File: src/rtl/instruction_utils_pkg.sv
// Shared types and constants for the mini-rv pipeline stages.
package instruction_utils;

  typedef enum logic [1:0] {
    FETCH_IDLE,
    FETCH_REQ,
    FETCH_WAIT,
    FETCH_HOLD
  } fetch_state_e;

  localparam logic [31:0] NOP_INSTR = 32'h0000_0013;

endpackage

File: src/rtl/fetch_stage.sv
// Instruction fetch: owns the PC, runs a single-outstanding imem handshake and
// feeds decode, with a one-entry buffer to absorb a response arriving under stall.
module fetch_stage
  import instruction_utils::*;
#(
  parameter logic [31:0] RESET_PC = 32'h0000_0000
) (
  input  logic        clk,
  input  logic        rst,
  input  logic        stall,
  input  logic        ex_if_take_branch,
  input  logic [31:0] ex_if_branch_target,
  output logic        imem_req,
  output logic [31:0] imem_addr,
  input  logic        imem_ready,
  input  logic        imem_rvalid,
  input  logic [31:0] imem_rdata,
  output logic        if_id_valid,
  output logic [31:0] if_id_instr,
  output logic [31:0] if_id_pc
);

  fetch_state_e state, state_next;

  logic [31:0] pc, pc_next;
  logic [31:0] target_aligned;
  logic        discard;
  logic        buf_valid;
  logic [31:0] buf_instr, buf_pc;

  logic redirect, accept, resp, fresh, deliver, capture, release_buf;

  assign redirect       = ex_if_take_branch;
  assign target_aligned = ex_if_branch_target & 32'hFFFF_FFFC;

  always_ff @(posedge clk or posedge rst) begin
    if (rst) state <= FETCH_IDLE;
    else     state <= state_next;
  end

  always_comb begin
    state_next = state;
    case (state)
      FETCH_IDLE: state_next = FETCH_REQ;
      FETCH_REQ:  if (imem_ready) state_next = FETCH_WAIT;
      FETCH_WAIT: if (imem_rvalid) state_next = capture ? FETCH_HOLD : FETCH_REQ;
      FETCH_HOLD: if (redirect || !stall) state_next = FETCH_REQ;
      default:    state_next = FETCH_IDLE;
    endcase
  end

  // A word is only usable if it belongs to the current stream: neither
  // flagged stale by an earlier redirect nor overtaken by one this cycle.
  always_comb begin
    accept      = 1'b0;
    resp        = 1'b0;
    release_buf = 1'b0;
    case (state)
      FETCH_REQ:  accept      = imem_ready;
      FETCH_WAIT: resp        = imem_rvalid;
      FETCH_HOLD: release_buf = !stall && !redirect;
      default:    ;
    endcase
    fresh   = resp && !discard && !redirect;
    deliver = fresh && !stall;
    capture = fresh && stall;
    if (redirect)    pc_next = target_aligned;
    else if (accept) pc_next = pc + 32'd4;
    else             pc_next = pc;
  end

  // imem_addr only moves on entry to REQ, so it still names the
  // outstanding fetch while in WAIT and doubles as the response PC.
  always_ff @(posedge clk or posedge rst) begin
    if (rst) begin
      pc          <= RESET_PC;
      imem_req    <= 1'b0;
      imem_addr   <= RESET_PC;
      discard     <= 1'b0;
      buf_valid   <= 1'b0;
      buf_instr   <= NOP_INSTR;
      buf_pc      <= '0;
      if_id_valid <= 1'b0;
      if_id_instr <= NOP_INSTR;
      if_id_pc    <= '0;
    end else begin
      pc       <= pc_next;
      imem_req <= (state_next == FETCH_REQ);
      if (state_next == FETCH_REQ) imem_addr <= pc_next;

      if (resp)                                           discard <= 1'b0;
      else if (redirect && (accept || state == FETCH_WAIT)) discard <= 1'b1;

      if (redirect || release_buf) begin
        buf_valid <= 1'b0;
      end else if (capture) begin
        buf_valid <= 1'b1;
        buf_instr <= imem_rdata;
        buf_pc    <= imem_addr;
      end

      if (redirect) begin
        if_id_valid <= 1'b0;
      end else if (deliver) begin
        if_id_valid <= 1'b1;
        if_id_instr <= imem_rdata;
        if_id_pc    <= imem_addr;
      end else if (release_buf) begin
        if_id_valid <= 1'b1;
        if_id_instr <= buf_instr;
        if_id_pc    <= buf_pc;
      end else if (!stall) begin
        if_id_valid <= 1'b0;
      end
    end
  end

endmodule
File: config.mk
export PLATFORM = sky130hd
export DESIGN_NAME = fetch_stage
export DESIGN_NICKNAME = d
export VERILOG_FILES = /design/src/rtl/instruction_utils_pkg.sv /design/src/rtl/fetch_stage.sv
export SDC_FILE = /design/constraint.sdc
export NUM_CORES = 1
export LEC_CHECK = 0
export ABC_CLOCK_PERIOD_IN_PS = 12000
export CAP_MARGIN = 25
export CORE_ASPECT_RATIO = 0.6
export CORE_UTILIZATION = 40
export DETAILED_ROUTE_END_ITERATION = 16
export PLACE_DENSITY = 0.7
export SLEW_MARGIN = 10
export SYNTH_ARGS = -nofsm -noshare
export SYNTH_HDL_FRONTEND = slang
export SYNTH_SLANG_ARGS = --single-unit
File: constraint.sdc
create_clock -name clk -period 12 [get_ports clk]
set_input_delay 2.4 -clock clk [delete_from_list [all_inputs] [get_ports clk]]
set_output_delay 2.4 -clock clk [all_outputs]
set_load 0.005 [all_outputs]
== Yosys cells after proc, flatten, opt, wreduce, memory -nomap -nowiden ==
Cells that the tools add are included.
Word-level totals
  logic and storage cells: 55
  register bits: 197
  output and inout port bits: 98
  bits of input ports: 70
Cells by class
  $add $sub $neg: 1
  reductions and logical operators: 17
  bitwise gates (word level): 2
  muxes and demuxes: 20
  equality and inequality tests: 5
Operators with widths (number)
  $mux W32: 6
  $add A32 B3 Y32 const B: 1
  $mux W1: 9
  $mux W2: 4
  $pmux W2 S4: 1
  $logic_and A1 B1 Y1: 6
  $eq A2 B1 Y1 const B: 2
  $eq A2 B2 Y1 const B: 2
  $ne A4 B1 Y1 const B: 1
  $reduce_and A2 Y1: 2
  $reduce_bool A2 Y1: 2
  $logic_not A1 Y1: 3
  $logic_or A1 B1 Y1: 3
  $logic_not A2 Y1: 1
  $not A1 Y1: 2

== Depth between registers and ports, before layout ==
  word-level depth: 9
  gate-level depth with buffers: 8
  mapped depth without buffers: 6

== Worst setup path before layout ==
Ideal clock, no wire load.
  kind: in2reg
  start point: input ex_if_take_branch
  end point: register buf_instr[10]
  setup time: 0.125 ns
  required time: 11.875 ns
  setup slack: 8.277 ns
  arrival: 3.598 ns
  stages: 6
  cells stage by stage: buf_2 > nand3b_1 > or3_1 > buf_2 > buf_6 > mux2_2
Between the ends
  longest elaborated chain between the ends: 6
  elaborated cells on any way between the ends: 8
  those cells by class: mux: 1; bitwise: 1; reduce/logical: 6
Ends and longest elaborated chain
  start, declared: RTL line fetch_stage.sv:11  | input logic ex_if_take_branch,
  $logic_not A1 Y1: RTL line fetch_stage.sv:61, fetch_stage.sv:64
  $logic_and A1 B1 Y1: RTL line fetch_stage.sv:61  | FETCH_HOLD: release_buf = !stall && !redirect;
  $mux W1: RTL line fetch_stage.sv:58  | case (state)
  $logic_or A1 B1 Y1: RTL line fetch_stage.sv:94  | if (redirect || release_buf) begin
  $not A1 Y1 (no source line)
  $reduce_and A2 Y1 (no source line) *
  end signal, assigned: RTL line fetch_stage.sv:98  | buf_instr <= imem_rdata;
  end, declared: RTL line fetch_stage.sv:29  | logic [31:0] buf_instr, buf_pc;
Every way passes the cells marked *; elsewhere a longest branch is shown, timed or not.
A chain may end at the register's enable or synchronous reset.

== Worst setup path in the final report ==
  start point: input ex_if_take_branch
  end point: register imem_addr[28]
Between the ends
  longest elaborated chain between the ends: 7
  elaborated cells on any way between the ends: 10
  those cells by class: eq/ne: 1; mux: 5; reduce/logical: 4
Ends and longest elaborated chain
  $logic_not A1 Y1: RTL line fetch_stage.sv:64  | fresh = resp && !discard && !redirect;
  $logic_and A1 B1 Y1: RTL line fetch_stage.sv:64
  $logic_and A1 B1 Y1: RTL line fetch_stage.sv:66  | capture = fresh && stall;
  $mux W2 (2 in a row): RTL line fetch_stage.sv:46  | FETCH_WAIT: if (imem_rvalid) state_next = capture ? FETCH_HOLD : FETCH_REQ;
  $pmux W2 S4: RTL line fetch_stage.sv:43  | case (state)
  $eq A2 B1 Y1: RTL line fetch_stage.sv:89  | if (state_next == FETCH_REQ) imem_addr <= pc_next;
  end signal, assigned: RTL line fetch_stage.sv:89
  end, declared: RTL line fetch_stage.sv:14  | output logic [31:0] imem_addr,
Parallel ways exist; a longest one is shown, timed or not.

==> flow_summary.json <==
{
  "outcome": "complete, no violations",
  "gp_congestion": 0.843,
  "die_area_um2": 21600,
  "coreArea_um2": 20300,
  "drv_cap": 0,
  "grt_overflow_total": 0,
  "via_count": 6177,
  "syn_area_per_cell_um2": 11.5,
  "dp_cells": 1133,
  "cp-start-kind": "input port",
  "rows": 40,
  "cp_max_fo": 47,
  "area_growth_pct": 28.2,
  "finClkSkew_ns": 0.0125,
  "clk_latency_ns": 0.44,
  "final_util_pct": 53.1,
  "tns_ns": 0,
  "synth.largest_area_cell": "dfrtp_1",
  "synth_fa_ha_area_share_pct": 0.149,
  "start_util_pct": 41.4,
  "drt-total-wl_um": 21400,
  "place.detailed.hpwl_um": 13800,
  "synthCells": 731,
  "routedWlPerCell_um": 18.4,
  "hold_class": "reg -> reg",
  "clk_pin_slew_ns": 0.08,
  "drt_first_pass_iters": 4,
  "synth-seq-cells": 197,
  "synth-async-reset-ratio_pct": 100,
  "p_per_area_nw_per_um2": 227,
  "initialDrtViolationCount": 369,
  "io-pin-count": 168,
  "tightestPinTransition_ns": 0.945,
  "ctsHoldBuffers": 0,
  "fillers": 1791,
  "finalCriticalPeriod_ns": 6.10,
  "multiInputGateArea_um2": 3200,
  "instances_no_fill": 1164,
  "drc_errors": 0,
  "syn_area_um2": 8420,
  "rsz0062_at_grt": "no",
  "avgViaCountPerCell": 5.31,
  "final_common_cell": "dfrtp_1",
  "synthDistinctLibCells": 50,
  "relSlewSlack_pct": 37.0,
  "cts_tree": "yes",
  "synthMuxAreaShare_pct": 12.7,
  "grt_pass1_wl_um": 34000,
  "post_cts_buffers": 0,
  "clock_path_buffers": 2,
  "register_area_um2": 4940,
  "numClockSinks": 197,
  "layout_common_cells": "dfrtp_1 (191), clkdlybuf4s50_1 (165), nor2_1 (137)",
  "ant_nets": 0,
  "vdd_drop_max_mv": 0.132,
  "grt_usage_pct": 20.6,
  "clock_tree.root_cell": "clkbuf_16",
  "grt_pass1_vias": 6033,
  "chipHeight_um": 114,
  "synth_xor_area_share_pct": 2.81,
  "p_leak_nw": 4.78,
  "finalCritPeriodShare_pct": 50.9,
  "setup_violations": 0,
  "port_buffers": 165,
  "synth_area_leaders": "dfrtp_1 (57%), mux2_2 (13%), nor2_1 (6.1%), o22ai_1 (4.8%), nand3_1 (2.4%)",
  "antenna_cells": 0,
  "fmax_ghz": 0.164,
  "cp.required_ns": 12.38,
  "grt_max_degree": 132,
  "synth-compound-area-share_pct": 7.19,
  "syn_nets": 802,
  "synth_top_family_by_area": "simple AND/OR/NAND/NOR gates",
  "yosysSeqAreaShare_pct": 58.7,
  "fp.dieW_um": 189,
  "synth-edff-count": 0,
  "cts_resized": 0,
  "end_kind": "register",
  "layout.nets": 950,
  "path_class": "in -> reg",
  "cts_buffers": 17,
  "holdWs_ns": 0.498,
  "htree_levels": 4,
  "yosys.area_share.simple_pct": 15.1,
  "yosys.area.top_type_share_pct": 56.8,
  "synth-main-ff-cell": "dfrtp_1",
  "antenna_found_initial": 0,
  "drive_gt1_share_pct": 17.4,
  "slew_viol_final": 0,
  "arrival_ns": 6.48,
  "yosysWarningCount": 0,
  "timing.final.hold_violations": 0
}
[cells by family after synthesis]
kind of cell / count (synthesis)
XOR/XNOR: 27
adder cells (fa/ha/maj): 1
AO/OA/AOI/OAI: 93
multiplexers: 95
buffers and inverters: 52
flip-flops: 197
AND/OR/NAND/NOR: 266
[critical path, cell delays in order]
cell and delay (ns):
clkdlybuf4s50_1 0.47, buf_4 0.41, nand3b_1 0.19, o221a_2 0.83, clkinv_1 1.00, nor2_1 0.90, a221o_1 0.25
[layout make-up]
class	count	share of cell area (%)
inverters	9	0.383
clock inverters	14	1.32
well taps	273	3.17
multi-input cells	482	29.6
flip-flops and latches	197	45.8
clock buffers	17	3.94
repair buffers	172	15.8
[metal layers]
layer  part of all wire [%]  GRT usage (%)  vias up
met4                   0.93           5.54        0
li1                       -              -     2864
met5                      0              0        -
met2                     41           28.7      201
met3                    6.8           4.63       15
met1                     51           31.8     3097
[state kept, by name, indices dropped and copies added, names as in the netlist]
register,count
buf_instr,32
buf_pc,32
if_id_instr,32
if_id_pc,32
imem_addr,32
pc,32
state,2
discard,1
if_id_valid,1
imem_req,1
[synthesized netlist by cell type, types with 4 or more instances]
cell / n
clkbuf_1: 7
dfrtp_1: 191
buf_4: 6
nor3_1: 4
nand4_1: 8
nand3_1: 40
o21ai_0: 9
nand2_1: 44
dfstp_2: 6
nor2_1: 137
buf_2: 15
and3_1: 5
buf_1: 8
xor2_1: 6
inv_1: 8
nor4_1: 4
mux2_2: 94
buf_6: 7
xnor2_1: 21
o22ai_1: 64
[per-stage QoR]
| step | setup slack [ns] | instance area (µm²) | total power [mW] |
|---|---|---|---|
| 2_1_floorplan | 4.24 | 8420 | 1.42 |
| 3_3_place_gp | 5.42 | 10200 | 1.88 |
| 3_5_place_dp | 5.44 | 10200 | 1.90 |
| 4_1_cts | 5.88 | 10800 | 2.47 |
| 5_1_grt | 5.60 | 10800 | 2.59 |
| 6_report | 5.90 | 10800 | 2.45 |
[path summary, 6_finish.rpt]
| check | startpoint | endpoint | slack, ns | depth (start not counted) |
|---|---|---|---|---|
| setup / recovery | ex_if_take_branch | imem_addr[28] | 5.90 | 7 |
| hold / removal | if_id_instr[27] | if_id_instr[27] | 0.50 | 2 |
| setup reg to reg | state[1] | imem_addr[28] | 8.22 | 5 |
| hold reg to reg | if_id_instr[27] | if_id_instr[27] | 0.50 | 2 |
| max in group asynchronous | rst | if_id_pc[26] | 8.00 | 3 |
| min in group asynchronous | rst | buf_instr[26] | 2.55 | 2 |
[power by group]
| group | internal (mW) | leakage (nW) | switching (mW) |
|---|---|---|---|
| Combinational | 0.470 | 2.05 | 0.323 |
| Clock | 0.291 | 0.272 | 0.271 |
| Sequential | 0.911 | 2.45 | 0.180 |
| Total | 1.67 | 4.78 | 0.774 |
Power figures use the tool's default switching activity.
